[config.mk]
export PLATFORM = sky130hd
export DESIGN_NAME = dcache_controller
export DESIGN_NICKNAME = d
export VERILOG_FILES = /design/src/rtl/dcache_controller.sv
export SDC_FILE = /design/constraint.sdc
export NUM_CORES = 1
export LEC_CHECK = 0
export BUFFER_PORTS_ARGS = -buffer_cell sky130_fd_sc_hd__buf_2
export CORE_AREA = 2 2 480 482
export CTS_CLUSTER_SIZE = 24
export DETAILED_ROUTE_END_ITERATION = 10
export DIE_AREA = 0 0 482 484
export PLACE_DENSITY_LB_ADDON = 0.1
export SKIP_LAST_GASP = 1
export SYNTH_ARGS = -nofsm -noshare
export SYNTH_HDL_FRONTEND = slang
export SYNTH_SLANG_ARGS = --single-unit
[constraint.sdc]
create_clock -name clk_i -period 14.8 [get_ports clk_i]
set_input_delay 4.44 -clock clk_i [delete_from_list [all_inputs] [get_ports clk_i]]
set_output_delay 4.44 -clock clk_i [all_outputs]
set_load 0.02 [all_outputs]
[src/rtl/dcache_controller.sv]
// dcache_controller
// Sequences hits, write-backs and refills for a 2-way set-associative data
// cache. There are 16 sets of 256-bit lines. Each tag word is
// {valid, dirty, tag[22:0]}.
//
// state       | meaning
// ------------+-----------------------------------------------------------
// IDLE        | serve hits in the request cycle; a miss moves to MISS
// MISS        | capture the victim and issue write-back or refill read
// WRITEBACK   | dirty victim line going out to memory; wait for ack
// REFILL      | refill read outstanding; ack writes the line into SRAM
// REFILL_DONE | one settle cycle before the request replays as a hit
module dcache_controller (
  input  logic         clk_i,
  input  logic         rst_i,
  input  logic         cpu_req_i,
  input  logic         cpu_write_i,
  input  logic [31:0]  cpu_addr_i,
  input  logic [31:0]  cpu_data_i,
  output logic [31:0]  cpu_data_o,
  output logic         cpu_stall_o,
  output logic [3:0]   sram_addr_o,
  output logic [24:0]  sram_tag_o,
  output logic [255:0] sram_data_o,
  output logic         sram_enable_o,
  output logic         sram_write_o,
  input  logic [24:0]  sram_tag_i,
  input  logic [255:0] sram_data_i,
  input  logic         sram_hit_i,
  output logic         mem_enable_o,
  output logic         mem_write_o,
  output logic [31:0]  mem_addr_o,
  output logic [255:0] mem_data_o,
  input  logic [255:0] mem_data_i,
  input  logic         mem_ack_i
);

  typedef enum logic [2:0] {
    IDLE,
    MISS,
    WRITEBACK,
    REFILL,
    REFILL_DONE
  } state_t;

  state_t         state;
  logic [2:0]     word_sel;
  logic [255:0]   store_line;
  logic           store_hit;
  logic           refill_wr;
  logic           unused_addr_bits;

  assign word_sel         = cpu_addr_i[4:2];
  assign unused_addr_bits = ^cpu_addr_i[1:0];

  // Hit line with the addressed word replaced by the store data
  always_comb begin
    store_line = sram_data_i;
    store_line[32*word_sel +: 32] = cpu_data_i;
  end

  assign store_hit = (state == IDLE) && cpu_req_i && sram_hit_i && cpu_write_i;
  assign refill_wr = (state == REFILL) && mem_ack_i;

  // CPU-side and SRAM-side outputs are combinational. Writes are gated by
  // reset, so an aborted sequence never leaves a partial line behind.
  always_comb begin
    cpu_data_o    = sram_data_i[32*word_sel +: 32];
    cpu_stall_o   = (state != IDLE) || (cpu_req_i && !sram_hit_i);
    sram_addr_o   = cpu_addr_i[8:5];
    sram_tag_o    = {1'b1, (state == IDLE), cpu_addr_i[31:9]};
    sram_data_o   = (state == REFILL) ? mem_data_i : store_line;
    sram_enable_o = !rst_i && (store_hit || refill_wr);
    sram_write_o  = !rst_i && (store_hit || refill_wr);
  end

  // Miss sequencer. The memory request is registered and holds until ack.
  // mem_data_o keeps the captured victim line.
  always_ff @(posedge clk_i or posedge rst_i) begin
    if (rst_i) begin
      state        <= IDLE;
      mem_enable_o <= 1'b0;
      mem_write_o  <= 1'b0;
      mem_addr_o   <= '0;
      mem_data_o   <= '0;
    end else begin
      case (state)
        IDLE: begin
          if (cpu_req_i && !sram_hit_i) state <= MISS;
        end
        MISS: begin
          mem_enable_o <= 1'b1;
          mem_data_o   <= sram_data_i;
          if (sram_tag_i[24] && sram_tag_i[23]) begin
            state       <= WRITEBACK;
            mem_write_o <= 1'b1;
            mem_addr_o  <= {sram_tag_i[22:0], cpu_addr_i[8:5], 5'b0};
          end else begin
            state       <= REFILL;
            mem_write_o <= 1'b0;
            mem_addr_o  <= {cpu_addr_i[31:5], 5'b0};
          end
        end
        WRITEBACK: begin
          if (mem_ack_i) begin
            state       <= REFILL;
            mem_write_o <= 1'b0;
            mem_addr_o  <= {cpu_addr_i[31:5], 5'b0};
          end
        end
        REFILL: begin
          if (mem_ack_i) begin
            state        <= REFILL_DONE;
            mem_enable_o <= 1'b0;
          end
        end
        REFILL_DONE: state <= IDLE;
        default:     state <= IDLE;
      endcase
    end
  end

endmodule

==> flow_summary.json, run 1 <==
{
  "status": "completed",
  "cts_hold_buf": 0,
  "synth_largest_area_cell": "dfrtp_1",
  "core.rowCount": 176,
  "avgViaCountPerCell": 3.43,
  "synth_area_per_cell_sq_um": 10.4,
  "final-setup-viol-count": 0,
  "yosys-top-cells-area": "dfrtp_1, mux2_2, mux2i_1",
  "drive_above_1_share": 0.566,
  "synth_compound_area_frac": 0.108,
  "dieArea_sq_um": 233000,
  "layout_common_cells": "buf_2, dfrtp_1, nand2_1",
  "post-cts-setup-buffers": 0,
  "synth_fa_ha_area_frac": 0.00201,
  "place_congestion": 0.835,
  "hold_violations": 0,
  "cts_root_buf": "clkbuf_16",
  "vias": 20700,
  "r2r-start": "state[1]",
  "clock_tree.buffer_depth": 3,
  "min_path_type": "reg -> reg",
  "synth_xor_area_frac": 0,
  "clk_latency_ps": 660,
  "rsz0062_at_grt": "no",
  "crit_path_start": "cpu_addr_i[2]",
  "grt_first_pass_wirelength_microns": 254000,
  "period_minus_slack_ps": 12520,
  "synth_seq_cells": 288,
  "relSlewSlack": 0.119,
  "reg2reg_depth": 5,
  "dr.pass1.iters": 5,
  "dpl_worst_slack_ps": 2030,
  "initial_utilization": 0.0815,
  "peakVddDrop_mv": 0.0913,
  "crit_type": "in -> out",
  "die_w_microns": 482,
  "layout_setup_ws_ps": 2280,
  "grt_usage": 0.170,
  "avgRoutedWirePerCell_microns": 34.2,
  "ys_warn_count": 0,
  "coreArea_sq_um": 229000,
  "grt-ovfl-total": 0,
  "path_max_fanout": 26,
  "max_freq_mhz": 79.9,
  "cp_slowest_stage_delay_ps": 960,
  "ios": 1217,
  "final_common_cell": "buf_2",
  "endpoint_kind": "output pin",
  "netlist_area_sq_um": 18600,
  "drv_cap": 0,
  "cts_max_level": 2,
  "grt_pass1_vias": 21200,
  "worstSetupStartpointType": "input pin",
  "dpl.hpwl_microns": 172000,
  "nNetsFinal": 3532,
  "critical-path-slowest-cell": "nor3_4",
  "path_cells": "clkbuf_8 -> buf_4 -> nand2_1 -> nor3_4 -> buf_4 -> mux2i_1 -> o21ai_0 -> buf_2",
  "cts_made_buffers": 47,
  "antenna_found_initial": 149,
  "cts_sinks": 288,
  "cp.required_ps": 10360,
  "skew_ps": 33.2,
  "synthMuxAreaShare": 0.315,
  "synth.top_cell.area_share": 0.387,
  "synthSimpleGateAreaFrac": 0.122,
  "synth_top_family_by_area": "multiplexers",
  "drt_iter0_markers": 1080,
  "synth_cell_type_count": 46,
  "tightest_slew_ps": 1320,
  "power.density_nw_per_um2": 229,
  "totalWireLength_microns": 206000,
  "holdCritStartpoint": "mem_enable_o",
  "cts_resized": 0,
  "cts_tree": "yes",
  "crit_top_cell": "buf_4",
  "drc": 0,
  "worst-endpoint-arrival_ps": 8080,
  "clkTransAtPathRegs_ps": 50,
  "syn_to_final_growth_pct": 59.3,
  "synthCells": 1794,
  "ys_seq_area_frac": 0.387,
  "slew_viol_final": 0,
  "setup_tns_ps": 0,
  "grt_max_degree": 112,
  "io_buffers": 1208,
  "antenna_left": 0,
  "die_h_microns": 484,
  "min_period_over_period": 0.846,
  "p_leak_uw": 0.0134,
  "whs_path_depth": 2
}
[per-layer routing]
layer | GRT usage | share of wire | up-vias
met3 | 0.0747 | 0.10 | 292
met4 | 0.0482 | 0.027 | 70
met2 | 0.262 | 0.44 | 1121
met1 | 0.213 | 0.43 | 10400
met5 | 0 | 0.0022 | -
li1 | - | - | 8813
[cell usage after synthesis, drive strengths merged]
cell	number
a221oi	1
conb	2
buf	138
a221o	96
and3b	1
o21bai	1
mux2i	150
and3	96
mux4	64
or3	1
mux2	260
nand3b	3
a31oi	24
a21oi	47
nor3	5
o21ai	129
and4	1
nand4	2
nor4b	1
o22ai	1
nor4	2
clkbuf	54
nor2	94
ha	3
or3b	1
or2	2
inv	40
nand2b	5
nand2	282
dfrtp	288
[worst max-delay path, delay by kind of cell]
family	cells	cell delay, ps
and+or+nand+nor	2	1240
AOI/OAI and AO/OA	1	430
muxes	1	110
buffers and inverters	4	1730
[sequential cells by signal, indices dropped and copies added (netlist names)]
name and flops:
mem_data_o 256, mem_enable_o 1, mem_addr_o 27, mem_write_o 1, state 3
[logic make-up after synthesis]
kind of cell	count (synthesis)
other	2
AND/OR/NAND/NOR	496
AO/OA/AOI/OAI	299
adder cells (fa/ha/maj)	3
buffers and inverters	232
flip-flops	288
multiplexers	474
[cell type report]
type	instances	area, sq um
fillers	26600	199000
clock inverters	17	164
inverters	40	160
multi-input cells	1278	10300
clock buffers	66	1400
well taps	3026	3790
flip-flops and latches	288	7210
repair buffers	1267	6570
diodes	48	120
[metrics by stage]
step	hold WS [ps]	power [uW]	area (sq um)	std cells	util
finish	478	6800	29700	6030	0.130
global route	497	7230	29600	5996	0.130
CTS	481	6990	29600	5982	0.129
detailed placement	465	5730	28000	5899	0.123
global placement	467	5740	28000	5899	0.123
floorplan	488	3680	18600	1798	-
[power by group]
group	leakage [uW]	total, uW	internal [uW]	switching, uW
Sequential	0.00334	1400	1200	201
Clock	0.000767	1190	689	499
Combinational	0.00928	4210	1300	2920
[path summary, 6_finish.rpt]
kind | end | slack [ps]
min in group asynchronous | mem_addr_o[27] | 3810
setup reg to reg | mem_data_o[153] | 10770
setup / recovery | sram_data_o[173] | 2280
max in group asynchronous | mem_data_o[250] | 8960
hold reg to reg | mem_enable_o | 480
hold / removal | mem_enable_o | 480
Power figures use the tool's default switching activity.
==> run 2, diff against run 1 <==
--- a/config.mk
+++ b/config.mk
@@ -5,11 +5,12 @@
 export SDC_FILE = /design/constraint.sdc
 export NUM_CORES = 1
 export LEC_CHECK = 0
+export ABC_AREA = 1
 export BUFFER_PORTS_ARGS = -buffer_cell sky130_fd_sc_hd__buf_2
-export CORE_AREA = 2 2 480 482
+export CORE_AREA = 2 2 475 477
 export CTS_CLUSTER_SIZE = 24
 export DETAILED_ROUTE_END_ITERATION = 10
-export DIE_AREA = 0 0 482 484
+export DIE_AREA = 0 0 477 479
 export PLACE_DENSITY_LB_ADDON = 0.1
 export SKIP_LAST_GASP = 1
 export SYNTH_ARGS = -nofsm -noshare
==> constraint.sdc (replaced) <==
create_clock -name clk_i -period 12.18 [get_ports clk_i]
set_input_delay 3.654 -clock clk_i [delete_from_list [all_inputs] [get_ports clk_i]]
set_output_delay 3.654 -clock clk_i [all_outputs]
set_load 0.02 [all_outputs]
==> run 2 against run 1 <==
Design area is 4.6% higher; global-route usage is 5.4 points higher; via count is 32% higher; critical path depth is 1 higher; clock power is 28% higher; sequential power is 21% higher; register-to-register slack worse by 1500 ps; wire length is 29% higher; sequential share of layout area is 1.1 points lower; critical endpoint is now sram_data_o[185].
==> flow_summary.json, run 2 <==
{
  "status": "completed",
  "synth_seq_cells": 288,
  "antenna_left": 0,
  "clkTransAtPathRegs_ps": 60,
  "max_freq_mhz": 90.4,
  "grt_pass1_vias": 27300,
  "io_buffers": 1208,
  "p_sw_uw": 4840,
  "drv_cap": 0,
  "final_core_util": 0.139,
  "clock_tree.buffer_depth": 3,
  "totalWireLength_microns": 266000,
  "netlist_area_sq_um": 19800,
  "die_w_microns": 477,
  "ys_warn_count": 0,
  "grt_usage": 0.224,
  "final-setup-viol-count": 0,
  "yosysMostFrequentCell": "nand2_1",
  "antenna_found_initial": 180,
  "nNetsFinal": 4778,
  "cts_root_buf": "clkbuf_16",
  "synth-async-reset-ratio": 1.00,
  "place_congestion": 0.899,
  "total_power_uw": 8490,
  "setup_tns_ps": 0,
  "cts_hold_buf": 0,
  "initial_utilization": 0.0885,
  "worst-endpoint-arrival_ps": 7410,
  "slew_viol_final": 0,
  "grt_max_degree": 186,
  "synth.top_cell.area_share": 0.364,
  "ios": 1217,
  "power_frac_comb": 0.622,
  "grt-ovfl-total": 0,
  "crit_type": "in -> out",
  "period_minus_slack_ps": 11070,
  "min_period_over_period": 0.908,
  "cts_sinks": 288,
  "cts_tree": "yes",
  "relSlewSlack": 0.101,
  "worstSetupStartpointType": "input pin",
  "clkPwrFrac": 0.179,
  "tightest_slew_ps": 1330,
  "drc": 0,
  "cts_made_buffers": 47,
  "final_common_cell": "buf_2",
  "synth_cell_type_count": 27,
  "cp.required_ps": 8530,
  "drt_iter0_markers": 1873,
  "seq_power_share": 0.199,
  "largest_register_ffs": 256,
  "grt_first_pass_wirelength_microns": 326000,
  "rsz0062_at_grt": "no",
  "avgRoutedWirePerCell_microns": 36.7,
  "vias": 27400,
  "cts_resized": 0,
  "syn_to_final_growth_pct": 57.0,
  "synth_ff_type": "dfrtp_1",
  "ys_seq_area_frac": 0.364,
  "skew_ps": 27.5,
  "coreArea_sq_um": 224000,
  "dpl_worst_slack_ps": 901,
  "die_h_microns": 479,
  "avgViaCountPerCell": 3.78,
  "min_path_type": "reg -> reg",
  "clk_latency_ps": 670,
  "hold_violations": 0,
  "power.density_nw_per_um2": 273,
  "switching_share": 0.571,
  "synthCells": 3095,
  "reg_top3": "mem_data_o (256), mem_addr_o (27), state (3)",
  "yosys-top-cells-area": "dfrtp_1, nand2_1, o21ai_0",
  "core.rowCount": 174,
  "regMostFlops": "mem_data_o",
  "internal_power_uw": 3640,
  "layout_common_cells": "buf_2, nand2_1, o21ai_0",
  "synth_area_per_cell_sq_um": 6.39,
  "post-cts-setup-buffers": 0,
  "dpl.hpwl_microns": 221000,
  "layout_setup_ws_ps": 1110,
  "synth_largest_area_cell": "dfrtp_1",
  "peakVddDrop_mv": 0.181,
  "synth_edf_count": 0,
  "synthTopCellsByCount": "nand2_1, o21ai_0, a21oi_1, dfrtp_1, nand3_1",
  "path_max_fanout": 80,
  "cts_max_level": 2,
  "dieArea_sq_um": 228000,
  "nFillCells": 26500,
  "endpoint_kind": "output pin",
  "p_leak_uw": 0.0156,
  "dr.pass1.iters": 5,
  "drive_above_1_share": 0.341
}
## run 2: changes by cell type after synthesis, sizes merged, moves of 40 or more
cell    before  now
nor2        94  190
clkbuf      54  110
mux4        64    0
inv         40  216
mux2i      150    0
nand3        0  245
buf        138  178
a21oi       47  404
and3        96    0
nand2      282  914
mux2       260    0
o21ai      129  472
a221o       96    0
## run 2: power groups by stage
stage               logic (uW)  clock network (uW)  registers (uW)
floorplan                 2090                   0            2260
global placement          5420                   0            1690
detailed placement        5410                   0            1700
CTS                       5420                1580            1690
global route              5680                1600            1750
finish                    5280                1520            1690
## run 2: cell families (layout without fill, tap and decap cells)
kind of cell / Yosys count / count (layout) / share of synthesized area
flip-flops: 288 / 288 / 0.364
AO/OA/AOI/OAI: 912 / 912 / 0.235
other: 2 / 48 / 0.000379
adder cells (fa/ha/maj): 3 / 3 / 0.00190
buffers and inverters: 504 / 1610 / 0.112
AND/OR/NAND/NOR: 1386 / 1386 / 0.287
## run 2: final cells by class
class                      instances  area (sq um)  share of cell area
inverter                         216           833              0.0268
sequential                       288          7210               0.232
timing repair buffer            1308          7090               0.228
antenna                           42           105             0.00338
tap                             2992          3740               0.120
clock buffer                      69          1390              0.0448
multi-input combinational       2307         10500               0.337
clock inverter                    17           218             0.00701
## run 2: final timing paths
kind / endpoint / slack [ps] / start / cells after the start
min in group asynchronous: mem_addr_o[28] / 3100 / rst_i / 2
min: mem_addr_o[5] / 470 / mem_addr_o[5] / 2
max reg2reg: mem_addr_o[18] / 9300 / state[0] / 5
max: sram_data_o[185] / 1110 / cpu_addr_i[2] / 9
min reg2reg: mem_addr_o[5] / 470 / mem_addr_o[5] / 2
max in group asynchronous: mem_data_o[159] / 7100 / rst_i / 4
## run 2: stage by stage
step | instance area (sq um) | hold slack, ps | instances
after global placement | 29300 | 458 | 7110
after global routing | 31000 | 489 | 7212
final | 31100 | 475 | 7239
after detailed placement | 29400 | 459 | 7111
after CTS | 31000 | 473 | 7197
after floorplan | 19800 | 576 | 3099
## run 2: critical path, cell delays in order
cell and delay [ps]:
buf_4 340, inv_8 290, ha_1 340, ha_4 730, nor2_4 260, inv_2 720
nand2_1 380, a21oi_1 360, buf_2 220
## run 2: routing by layer
layer / track usage / up-vias / wire length [microns]
met1: 0.254 / 13200 / 105000
met5: 0 / - / 595
met4: 0.0480 / 102 / 6640
met2: 0.402 / 1374 / 133000
li1: - / 12300 / -
met3: 0.0751 / 341 / 21200
==> run 3, diff against run 2 <==
--- a/config.mk
+++ b/config.mk
@@ -8,10 +8,12 @@
 export ABC_AREA = 1
 export BUFFER_PORTS_ARGS = -buffer_cell sky130_fd_sc_hd__buf_2
 export CORE_AREA = 2 2 475 477
+export CTS_CLUSTER_DIAMETER = 60
 export CTS_CLUSTER_SIZE = 24
 export DETAILED_ROUTE_END_ITERATION = 10
 export DIE_AREA = 0 0 477 479
 export PLACE_DENSITY_LB_ADDON = 0.1
+export RECOVER_POWER = 50
 export SKIP_LAST_GASP = 1
 export SYNTH_ARGS = -nofsm -noshare
 export SYNTH_HDL_FRONTEND = slang
==> run 3 against run 2 <==
The flow now finishes with violations (capacitance limit, slew limit); via count grew 0.52%; non-clock buffer count is the same; global-route usage grew 0.078 points; clock-buffer cell count grew 22; total power grew 6.4%; sequential share of layout area shrank 0.36 points; critical path depth grew 1; register-to-register slack lost 1600 ps; clock skew shrank 3.6 ps; critical endpoint is now sram_data_o[41]; highest routed layer unchanged.
==> flow_summary.json, run 3 (same netlist as run 2, synthesis figures left out) <==
{
  "status": "complete, but fails checks",
  "nNetsFinal": 4803,
  "violations": "capacitance limit, slew limit",
  "clk_latency_ps": 700,
  "cp.required_ps": 8530,
  "worst-endpoint-arrival_ps": 7420,
  "regMostFlops": "mem_data_o",
  "grt_usage": 0.224,
  "dpl.hpwl_microns": 221000,
  "slew_viol_final": 146,
  "io_buffers": 1208,
  "worstSetupStartpointType": "input pin",
  "cts_max_level": 3,
  "layout_common_cells": "nand2_1, buf_2, o21ai_0",
  "peakVddDrop_mv": 0.182,
  "clkTransAtPathRegs_ps": 50,
  "setup_tns_ps": 0,
  "place_congestion": 0.899,
  "grt_pass1_vias": 27500,
  "reg_top3": "mem_data_o (256), mem_addr_o (27), state (3)",
  "vias": 27500,
  "avgViaCountPerCell": 3.78,
  "r2r-start": "state[0]",
  "antenna_found_initial": 169,
  "rsz0062_at_grt": "no",
  "period_minus_slack_ps": 11070,
  "crit_type": "in -> out",
  "endpoint_kind": "output pin",
  "grt_first_pass_wirelength_microns": 326000,
  "syn_to_final_growth_pct": 59.5,
  "drt_iter0_markers": 1839,
  "cts_hold_buf": 0,
  "grt-ovfl-total": 0,
  "cts_tree": "yes",
  "avgRoutedWirePerCell_microns": 36.6,
  "ios": 1217,
  "die_h_microns": 479,
  "post-cts-setup-buffers": 0,
  "final-setup-viol-count": 0,
  "place_inst": 7111,
  "cts_sinks": 288,
  "p_leak_uw": 0.0152,
  "cts_made_buffers": 72,
  "hold_violations": 0,
  "min_period_over_period": 0.909,
  "dieArea_sq_um": 228000,
  "drv_cap": 3,
  "coreArea_sq_um": 224000,
  "fin_hold_ws_ps": 472,
  "max_freq_mhz": 90.3,
  "antenna_left": 0,
  "initial_utilization": 0.0885,
  "final_cells": 7271,
  "dr.pass1.iters": 7,
  "totalWireLength_microns": 266000,
  "cts_resized": 0,
  "die_w_microns": 477,
  "cts_root_buf": "clkbuf_16",
  "core.rowCount": 174,
  "drive_above_1_share": 0.278,
  "crit_path_start": "cpu_addr_i[2]",
  "largest_register_ffs": 256,
  "path_max_fanout": 80,
  "min_path_type": "reg -> reg",
  "skew_ps": 24.0,
  "power.density_nw_per_um2": 286,
  "clock_tree.buffer_depth": 3,
  "holdCritStartpoint": "mem_addr_o[7]",
  "final_common_cell": "nand2_1",
  "relSlewSlack": -1.83,
  "tightest_slew_ps": 4230,
  "drc": 0,
  "grt_max_degree": 186
}
## run 3: final cells by class
type	count	area, sq um
timing repair buffer	1308	6720
tap	2992	3740
sequential	288	7210
antenna	29	72.6
clock buffer	91	1990
clock inverter	40	534
fill	26500	192000
multi-input combinational	2307	10500
inverter	216	827
## run 3: per-layer routing
layer	share of wire	routed length, microns	vias up	GRT usage
met5	0.0020	529	-	0
met4	0.026	6780	92	0.0574
met3	0.086	22800	351	0.0764
met2	0.50	132000	1421	0.400
met1	0.39	103000	13300	0.254
li1	-	-	12400	-
## run 3: critical path: stages
cell,delay [ps]
buf_4,350
inv_8,300
ha_1,340
ha_4,720
inv_2,230
nor2_4,580
buf_4,270
a21oi_1,230
a21oi_1,410
buf_2,240
## run 3: stage by stage
| step | cell area (sq um) | setup slack (ps) | power (uW) | util |
|---|---|---|---|---|
| after detailed placement | 29400 | 901 | 7100 | 0.131 |
| after floorplan | 19800 | 577 | 4350 | - |
| after global routing | 31500 | 923 | 9600 | 0.141 |
| after global placement | 29300 | 930 | 7110 | 0.131 |
| final | 31600 | 1110 | 9030 | 0.141 |
| after CTS | 31900 | 901 | 9310 | 0.143 |
## run 3: power breakdown
group	switching (uW)	total [uW]	internal, uW	leakage [uW]
registers	255	1700	1450	0.00352
clock network	747	2110	1370	0.00124
logic	3960	5210	1250	0.0104
## run 3: worst paths after layout
path | end | slack [ps] | depth (start not counted)
setup / recovery | sram_data_o[41] | 1110 | 10
hold / removal | mem_addr_o[7] | 470 | 2
setup reg to reg | mem_write_o | 7710 | 7
hold reg to reg | mem_addr_o[7] | 470 | 2
max in group asynchronous | mem_data_o[186] | 4040 | 4
min in group asynchronous | mem_addr_o[18] | 4240 | 2
